===== src/rtl/procesor_driver_if.sv =====
// Procesor-side bus: the driver is master, the procesor (or its model) is slave.
interface procesor_driver_if #(parameter int DATA_W = 32);
  logic              proc_reset;
  logic [DATA_W-1:0] proc_data;
  logic              proc_data_ready;
  logic [3:0]        proc_opcode;
  logic [DATA_W-1:0] proc_constant;
  logic [DATA_W-1:0] proc_out;
  logic              proc_out_valid;

  modport master (output proc_reset, proc_data, proc_data_ready, proc_opcode, proc_constant,
                  input  proc_out, proc_out_valid);
  modport slave  (input  proc_reset, proc_data, proc_data_ready, proc_opcode, proc_constant,
                  output proc_out, proc_out_valid);
endinterface


===== src/rtl/procesor_driver.sv =====
// Host-side job issuer for the procesor: streams preloaded operands, waits for
// out_valid and captures the 8-word result burst into a readable buffer.
module procesor_driver #(
  parameter int DATA_W  = 32,
  parameter int TIMEOUT = 64
) (
  input  logic                  clk,
  input  logic                  reset,
  input  logic                  load_en,
  input  logic [3:0]            load_addr,
  input  logic [DATA_W-1:0]     load_data,
  input  logic                  start,
  input  logic [3:0]            opcode,
  input  logic [DATA_W-1:0]     constant,
  output logic                  busy,
  output logic                  done,
  output logic                  err,
  input  logic [2:0]            rd_addr,
  output logic [DATA_W-1:0]     rd_data,
  procesor_driver_if.master     proc
);
  localparam logic [2:0] IDLE = 3'd0, RST = 3'd1, SEND = 3'd2,
                         WAIT = 3'd3, CAPT = 3'd4, DONE = 3'd5;
  localparam int TW = $clog2(TIMEOUT + 1);

  logic [2:0]        state;
  logic [4:0]        n_q, cnt;
  logic [2:0]        idx;
  logic [TW-1:0]     tmo;
  logic              err_q;
  logic [DATA_W-1:0] opnd [16];
  logic [DATA_W-1:0] res  [8];

  function automatic logic [4:0] n_words(input logic [3:0] op);
    case (op)
      4'h1, 4'h2, 4'h3, 4'hD, 4'hF:       n_words = 5'd16;
      4'h8, 4'h9, 4'hA, 4'hB, 4'hC, 4'hE: n_words = 5'd8;
      default:                            n_words = 5'd0;
    endcase
  endfunction

  assign busy    = (state == RST) || (state == SEND) || (state == WAIT) || (state == CAPT);
  assign done    = (state == DONE);
  assign err     = err_q;
  assign rd_data = res[rd_addr];

  // Operand buffer survives reset so the host can preload before releasing it.
  always_ff @(posedge clk)
    if (load_en) opnd[load_addr] <= load_data;

  always_ff @(posedge clk or posedge reset) begin
    if (reset) begin
      state                <= IDLE;
      n_q                  <= '0;
      cnt                  <= '0;
      idx                  <= '0;
      tmo                  <= '0;
      err_q                <= 1'b0;
      proc.proc_reset      <= 1'b0;
      proc.proc_data       <= '0;
      proc.proc_data_ready <= 1'b0;
      proc.proc_opcode     <= '0;
      proc.proc_constant   <= '0;
      for (int i = 0; i < 8; i++) res[i] <= '0;
    end else begin
      case (state)
        IDLE, DONE: if (start) begin
          proc.proc_opcode   <= opcode;
          proc.proc_constant <= constant;
          n_q                <= n_words(opcode);
          if (opcode[3:2] == 2'b01) begin
            state <= DONE;
            err_q <= 1'b1;
          end else begin
            state           <= RST;
            err_q           <= 1'b0;
            proc.proc_reset <= 1'b1;
          end
        end
        RST: begin
          proc.proc_reset <= 1'b0;
          if (n_q == 5'd0) state <= DONE;
          else begin
            state                <= SEND;
            proc.proc_data       <= opnd[0];
            proc.proc_data_ready <= 1'b1;
            cnt                  <= 5'd1;
          end
        end
        // cnt is the index of the next word to present; word N-1 gets its full cycle.
        SEND: begin
          if (cnt == n_q) begin
            state <= WAIT;
            tmo   <= '0;
          end else begin
            proc.proc_data <= opnd[cnt[3:0]];
            cnt            <= cnt + 5'd1;
          end
        end
        WAIT: begin
          if (proc.proc_out_valid) begin
            res[0] <= proc.proc_out;
            idx    <= 3'd1;
            state  <= CAPT;
          end else if (tmo == TW'(TIMEOUT - 1)) begin
            state                <= DONE;
            err_q                <= 1'b1;
            proc.proc_data_ready <= 1'b0;
          end else begin
            tmo <= tmo + 1'b1;
          end
        end
        CAPT: begin
          res[idx] <= proc.proc_out;
          if (idx == 3'd7) begin
            state                <= DONE;
            proc.proc_data_ready <= 1'b0;
          end else begin
            idx <= idx + 3'd1;
          end
        end
        default: state <= IDLE;
      endcase
    end
  end
endmodule


===== src/flat_wrapper.sv =====
// flat-port wrapper written by rule: the top's interface ports become plain ports
module procesor_driver_flat 
#(
  parameter int DATA_W  = 32,
  parameter int TIMEOUT = 64
)
  (clk, reset, load_en, load_addr, load_data, start, opcode, constant, busy, done, err, rd_addr, rd_data, proc_proc_reset, proc_proc_data, proc_proc_data_ready, proc_proc_opcode, proc_proc_constant, proc_proc_out, proc_proc_out_valid);
  procesor_driver_if #(.DATA_W(DATA_W)) proc_i ();
  input  logic clk;
  input  logic reset;
  input  logic load_en;
  input  logic [3:0] load_addr;
  input  logic [DATA_W-1:0] load_data;
  input  logic start;
  input  logic [3:0] opcode;
  input  logic [DATA_W-1:0] constant;
  output logic busy;
  output logic done;
  output logic err;
  input  logic [2:0] rd_addr;
  output logic [DATA_W-1:0] rd_data;
  output wire logic [$bits(proc_i.proc_reset)-1:0] proc_proc_reset;
  output wire logic [$bits(proc_i.proc_data)-1:0] proc_proc_data;
  output wire logic [$bits(proc_i.proc_data_ready)-1:0] proc_proc_data_ready;
  output wire logic [$bits(proc_i.proc_opcode)-1:0] proc_proc_opcode;
  output wire logic [$bits(proc_i.proc_constant)-1:0] proc_proc_constant;
  input wire logic [$bits(proc_i.proc_out)-1:0] proc_proc_out;
  input wire logic [$bits(proc_i.proc_out_valid)-1:0] proc_proc_out_valid;
  assign proc_proc_reset = proc_i.proc_reset;
  assign proc_proc_data = proc_i.proc_data;
  assign proc_proc_data_ready = proc_i.proc_data_ready;
  assign proc_proc_opcode = proc_i.proc_opcode;
  assign proc_proc_constant = proc_i.proc_constant;
  assign proc_i.proc_out = proc_proc_out;
  assign proc_i.proc_out_valid = proc_proc_out_valid;
  procesor_driver #(.DATA_W(DATA_W), .TIMEOUT(TIMEOUT)) u_core (.clk(clk), .reset(reset), .load_en(load_en), .load_addr(load_addr), .load_data(load_data), .start(start), .opcode(opcode), .constant(constant), .busy(busy), .done(done), .err(err), .rd_addr(rd_addr), .rd_data(rd_data), .proc(proc_i));
endmodule

===== config.mk =====
export PLATFORM = sky130hd
export DESIGN_NAME = procesor_driver_flat
export DESIGN_NICKNAME = d
export VERILOG_FILES = /design/src/rtl/procesor_driver_if.sv /design/src/rtl/procesor_driver.sv /design/src/flat_wrapper.sv
export SDC_FILE = /design/constraint.sdc
export NUM_CORES = 1
export LEC_CHECK = 0
export BUFFER_PORTS_ARGS = -buffer_cell sky130_fd_sc_hd__buf_2
export CORE_AREA = 2 2 244 246
export CTS_BUF_LIST = sky130_fd_sc_hd__clkbuf_4
export CTS_CLUSTER_DIAMETER = 100
export DETAILED_ROUTE_END_ITERATION = 12
export DIE_AREA = 0 0 246 248
export PLACE_DENSITY = 0.88
export SKIP_LAST_GASP = 1
export SYNTH_ARGS = -nofsm -noshare
export SYNTH_HDL_FRONTEND = slang
export SYNTH_SLANG_ARGS = --single-unit

===== constraint.sdc =====
create_clock -name clk -period 18.3 [get_ports clk]
set_clock_uncertainty 0.05 [all_clocks]
set_input_delay 1.83 -clock clk [delete_from_list [all_inputs] [get_ports clk]]
set_output_delay 1.83 -clock clk [all_outputs]
set_load 0.005 [all_outputs]

==> results.md, run 1 <==
* Crit path kind: in2out
* DRT Wirelength at approximately 77 mm
* Lkg Pwr at 14.9 nW
* Worst Setup EP: rd_data[30]
* Top cell type's share of synthesized area at 44.4%
* Total core area at 58500 µm²
* Htree depth at 4
* Share of layout cells above drive strength 1 at 46.4%
* Clk sink count at 859
* Worst Setup Start Kind: primary input
* EDFF count, synth at about 510
* Most common cell in the netlist: edfxtp_1
* P&R area growth vs syn at 13.4%
* Skew-Pair Late Insertion Delay at 1.08 ns
* Async S/R FF share, synth at 40.4%
* Die width at 246 µm
* Clock transition at path regs at 0.06 ns
* Req. time, crit path at 16.42 ns
* Slew @ Worst Pin at 1.22 ns
* HPWL reported at the end of detailed placement at 42.8 mm
* Unrepaired setup endpoints after global routing: false
* Critical Path AT at 4.05 ns
* Final Instance Area at between 30000 and 40000 µm²
* Root Buffer: clkbuf_4
* Synth top area cells: edfxtp_1, dfrtp_1, mux4_2
* Global-route wire length before repair at 118 mm
* Post-synthesis cell count at ~1800
* Synth Net Count at 1961
* Synth warn at 0
* Synth cell count leaders: edfxtp_1, dfrtp_1, mux2_2
* Number of max-cap violations at 0
* Crit end category: output pin
* I/O Buffers at ~220
* Yosys top cell by area: edfxtp_1
* Total die area at 61000 µm²
* Fin nets at 2311
* RR Startpoint: u_core.cnt[0]
* DP Area at approximately 37000 µm²
* Status: completed
* Initial Util at between 50 and 60%
* Yosys reg bits at 859
* Post-synthesis sequential area ratio at between 60% and 70%
* Grt ovf at 0
* Setup slack, reg-to-reg at 14.59 ns
* Drt drc at 0
* Worst Hold Class: reg2reg
* Final setup fails at 0
* Die H at 248 µm
* Footprint of the multi-input gates at 10100 µm²
* Maximum vdd ir drop at 0.0000828 V
* I/O pins at 217
* Routed vias/inst at 6.17
* CTS max path bufs at 3
* Number of hold buffers added after cts at 0
* CTS buffer count at 205
* Slew Limit Fails at 0
* Tmin final at around 5.9 ns
* WL/cell at 24.4 µm
* Vias in the first global route at just over 20000
* Antenna violations before repair at 13
* Endpoints failing hold at 0
* Tot GR Track Use at between 20% and 30%
* Reg-to-reg endpoint: u_core.proc.proc_data[26]
* Syn avg cell area at 18.8 µm²
* Sum Neg Setup Slack at 0 ns
* Total area of sequential cells at 24100 µm²
* 1st-pass router iterations at 5
* FF-to-FF path depth at 6
* Drt first-iter violations at 1668
* GP Congestion at 0.779
* Critical Path Fanout Max at 33
* Routed Antenna Nets at 0
* Synth unique cells at 48
* Postcts setup bufs at 0
* Maximum number of pins on one net before global-route repair at 126
* Mapped Area at 34700 µm²
* Via count at 19400
* Worst Setup SP: rd_addr[0]
* Maximum clock rate at between 0.15 and 0.2 GHz
* Pwr/cell area at 137 nW/µm²
* Top_reg_cell synth: edfxtp_1
* Period utilisation layout at 32.4%
* Filler cell count at ~3700
* FP Rows at 89
* Slew margin rel. at approximately 18%
* Post-cts resize count at 0
* CTS tree: yes
[stage by stage]
stage	hold slack (ns)	setup WS [ns]	std cells	power, W	util (%)
finish	0.438	12.37	3148	0.00540	67.2
global route	0.449	12.15	3146	0.00568	67.2
CTS	0.436	12.32	3137	0.00545	67.2
detailed placement	0.422	12.33	2760	0.00386	62.5
global placement	0.415	12.37	2760	0.00377	62.5
floorplan	0.402	6.80	1844	0.00348	-
[critical path: stages]
cell and delay (ns):
buf_4 0.48, buf_4 0.64, mux4_2 0.58, mux2_2 0.31
buf_2 0.14
[sequential cells by signal, indices dropped and copies added (netlist names), 2 cells and up]
name	flops
u_core.n_q	2
u_core.idx	3
u_core.cnt	5
u_core.opnd	512
u_core.res	256
u_core.tmo	7
u_core.state	3
u_core.proc.proc_data	32
u_core.proc.proc_opcode	4
u_core.proc.proc_constant	32
[metal layers]
metal  global-route usage [%]  vias to the layer above  wire length [µm]
li1                         -                     8169                 -
met1                     31.8                    10000             28500
met2                     43.3                     1027             39500
met3                     6.96                      166              6760
met4                     11.1                       14              2090
met5                        0                        -                83
[power breakdown]
part | internal, W | switching, W
logic | 0.000671 | 0.000551
clock network | 0.000811 | 0.000768
registers | 0.00239 | 0.000217
total | 0.00387 | 0.00154
[final cells by class]
cell class / count / area share (%)
Clock buffer: 303 / 5.79
Timing Repair Buffer: 256 / 3.52
Inverter: 13 / 0.143
Tap cell: 773 / 2.46
Clock inverter: 74 / 1.14
Antenna cell: 11 / 0.0700
Multi-Input combinational cell: 859 / 25.7
Sequential cell: 859 / 61.2
[cells in the final DEF (no fill, tap or decap), types with 4 or more instances in the layout]
cell type	n
mux2_2	294
edfxtp_1	512
clkinv_1	52
dfrtp_1	345
o21ai_0	8
nor3_1	5
clkinv_2	7
mux2_1	30
buf_4	41
nand2_1	20
buf_2	215
xnor2_1	7
nor3_2	4
a22oi_1	64
clkinv_4	4
diode_2	11
ha_1	5
mux4_2	192
nor2_1	53
clkbuf_4	303
a21oi_1	105
nor2_4	12
nand2b_1	6
inv_1	12
nand3_1	10
[worst min path at each step]
stage / startpoint / end / slack [ns] / cells past startpoint
6_report: u_core.res[44] / u_core.res[44] / 0.44 / 1
3_3_place_gp: u_core.res[43] / u_core.res[43] / 0.41 / 1
3_5_place_dp: u_core.res[44] / u_core.res[44] / 0.42 / 1
4_1_cts: u_core.res[44] / u_core.res[44] / 0.44 / 1
2_1_floorplan: u_core.res[32] / u_core.res[32] / 0.40 / 1
5_1_grt: u_core.res[36] / u_core.res[36] / 0.45 / 1
[cells by family (layout without fill, tap and decap cells)]
kind of cell    count (synthesis)  after routing  synth area share, %
compound gates                193            193                 3.47
xor+xnor                       10             10                0.253
fa+ha+maj                       5              5                0.180
buf+inv                       126            646                 1.88
flops                         859            859                 69.4
mux                           519            519                 23.1
other cells                     0             11                    0
simple gates                  132            132                 1.73
(Power assumes the default switching activity.)
==> run 2, diff against run 1 <==
==> constraint.sdc (replaced) <==
create_clock -name clk -period 5.85 [get_ports clk]
set_clock_uncertainty 0.05 [all_clocks]
set_input_delay 0.585 -clock clk [delete_from_list [all_inputs] [get_ports clk]]
set_output_delay 0.585 -clock clk [all_outputs]
set_load 0.005 [all_outputs]
==> run 2 against run 1 <==
Design area increased by 2.5%; critical endpoint is now u_core.proc.proc_data[28]; total power grew to 3.1 times the previous value; sequential share of layout area is 1.5 points lower; critical path type is now reg2reg; setup slack lost 9.9 ns; largest power group unchanged.
==> results.md, run 2 (synthesized netlist as in run 1, its figures left out) <==
* DP Area at 36600 µm² (+0.11%)
* Most flops, register: u_core.opnd
* Post-cts resize count at 0 (unchanged)
* Number of max-cap violations at 0 (unchanged)
* Worst Setup Start Kind: register
* Maximum vdd ir drop at 0.000295 V (+260%)
* Period utilisation layout at 58.3%
* Critical Path Fanout Max at 79 (+140%)
* Final Instance Area at 40300 µm² (+2.5%)
* Root Buffer: clkbuf_4
* Die H at 248 µm (unchanged)
* Skew-Pair Late Insertion Delay at 1.04 ns (-0.04 ns)
* Most frequent cells in the layout: edfxtp_1, dfrtp_1, clkbuf_4, mux2_2, buf_2
* Footprint of the multi-input gates at 10100 µm² (unchanged)
* Maximum number of pins on one net before global-route repair at 178 (+41%)
* P&R area growth vs syn at 16.2%
* Worst Hold Class: in2reg
* Unrepaired setup endpoints after global routing: false
* CTS buffer count at 206 (+0.49%)
* Drt drc at 0 (unchanged)
* Sum Neg Setup Slack at 0 ns (unchanged)
* CTS tree: yes
* Filler cell count at 3552 (-3.6%)
* Via count at 20100 (+3.6%)
* Crit end category: register
* Global-route wire length before repair at 123 mm (+4.9%)
* CTS max path bufs at 3 (unchanged)
* Crit path kind: reg2reg
* Die width at 246 µm (unchanged)
* Lkg Pwr at 15.4 nW (+2.8%)
* FP Rows at 89 (unchanged)
* Commonest non-fill, non-tap cell in the layout: edfxtp_1
* Clock transition at path regs at 0.10 ns (+0.04 ns)
* Top Registers: u_core.opnd: 512 flops, u_core.res: 256 flops
* Total die area at 61000 µm² (unchanged)
* Routed vias/inst at 6.20 (+0.57%)
* Status: completed
* Final setup fails at 0 (unchanged)
* Slew margin rel. at 19.8% (+1.4 points)
* Vias in the first global route at 21400 (+3.2%)
* Placed cells at 2761 (+0.036%)
* Req. time, crit path at 6.64 ns (-9.78 ns)
* I/O pins at 217 (unchanged)
* 1st-pass router iterations at 5 (unchanged)
* Drt first-iter violations at 2065 (+24%)
* Tot GR Track Use at 27.4% (+1.6 points)
* Critical Path AT at 4.20 ns (+0.15 ns)
* HPWL reported at the end of detailed placement at 43.9 mm (+2.6%)
* Routed Antenna Nets at 0 (unchanged)
* Endpoints failing hold at 0 (unchanged)
* Max reg flops at 512 (unchanged)
* Slew Limit Fails at 0 (unchanged)
* Total core area at 58500 µm² (unchanged)
* DRT Wirelength at 83.4 mm (+8.4%)
* WL/cell at 25.7 µm (+5.3%)
* Tmin final at 3.41 ns
* Maximum clock rate at just under 0.3 GHz
* Antenna violations before repair at 3 (-10)
* Htree depth at 4 (unchanged)
* Total area of sequential cells at 24100 µm² (unchanged)
* Initial Util at 59.3% (unchanged)
* Slew @ Worst Pin at 1.20 ns (-0.0137 ns)
* Grt ovf at 0 (unchanged)
* GP Congestion at 0.794 (+2.0%)
* Clk sink count at 859 (unchanged)
* WHS at 0.210 ns (-0.228 ns)
* Pwr/cell area at 422 nW/µm² (+210%)
* I/O Buffers at 216 (unchanged)
* Fin nets at 2417 (+4.6%)
* Non-Filler Instances at 3242 (+3.0%)
* Share of layout cells above drive strength 1 at 44.6% (-1.9 points)
==> run 2: where the power goes <==
part,switching [W],internal [W]
clock,0.00240,0.00246
sequential,0.000678,0.00747
combinational,0.00186,0.00215
==> run 2: worst max-delay path: stages (launching register included) <==
cell	delay, ns
dfrtp_4	0.94
buf_4	1.05
mux4_2	0.42
a22oi_1	0.29
a21oi_1	0.12
a21oi_1	0.22
a21oi_1	0.11
==> run 2: path summary, 6_finish.rpt <==
path,slack [ns],cells past startpoint,startpoint,endpoint
min reg2reg,0.43,1,u_core.res[40],u_core.res[40]
min in group asynchronous,0.33,3,reset,u_core.res[5]
min,0.21,3,load_addr[0],u_core.opnd[12][2]
max,2.44,6,u_core.cnt[3],u_core.proc.proc_data[28]
max reg2reg,2.44,6,u_core.cnt[3],u_core.proc.proc_data[28]
max in group asynchronous,3.87,4,reset,u_core.res[135]
==> run 2: per-stage QoR <==
step | power (W) | setup slack (ns) | utilization (%)
floorplan | 0.0109 | 0.571 | -
global placement | 0.0118 | 2.40 | 62.6
detailed placement | 0.0121 | 2.39 | 62.6
CTS | 0.0170 | 2.38 | 68.9
global route | 0.0178 | 2.24 | 68.9
finish | 0.0170 | 2.44 | 68.9
==> run 2: routing by layer <==
layer	global-route usage, %	wire length, µm	part of all wire, %	vias to the layer above
met5	0	13	0.016	-
met4	13.4	2840	3.4	2
met3	7.14	7580	9.1	205
met2	45.3	42800	51	1198
met1	34.0	30200	36	10300
li1	-	-	-	8362
==> run 2: timing repair <==
action / 4_1_cts / 5_1_grt
buffers inserted: 0 / 0
hold buffers: 104 / 0
endpoints found under the hold margin: 850 / 0
==> run 2: final cells by class <==
cell class                 instances  share of cell area (%)
clock inverter                    74                   0.972
sequential                       859                    59.7
inverter                          13                   0.130
antenna                            3                  0.0186
tap                              773                    2.40
multi-input combinational        859                    25.0
clock buffer                     300                    5.59
timing repair buffer             361                    6.13
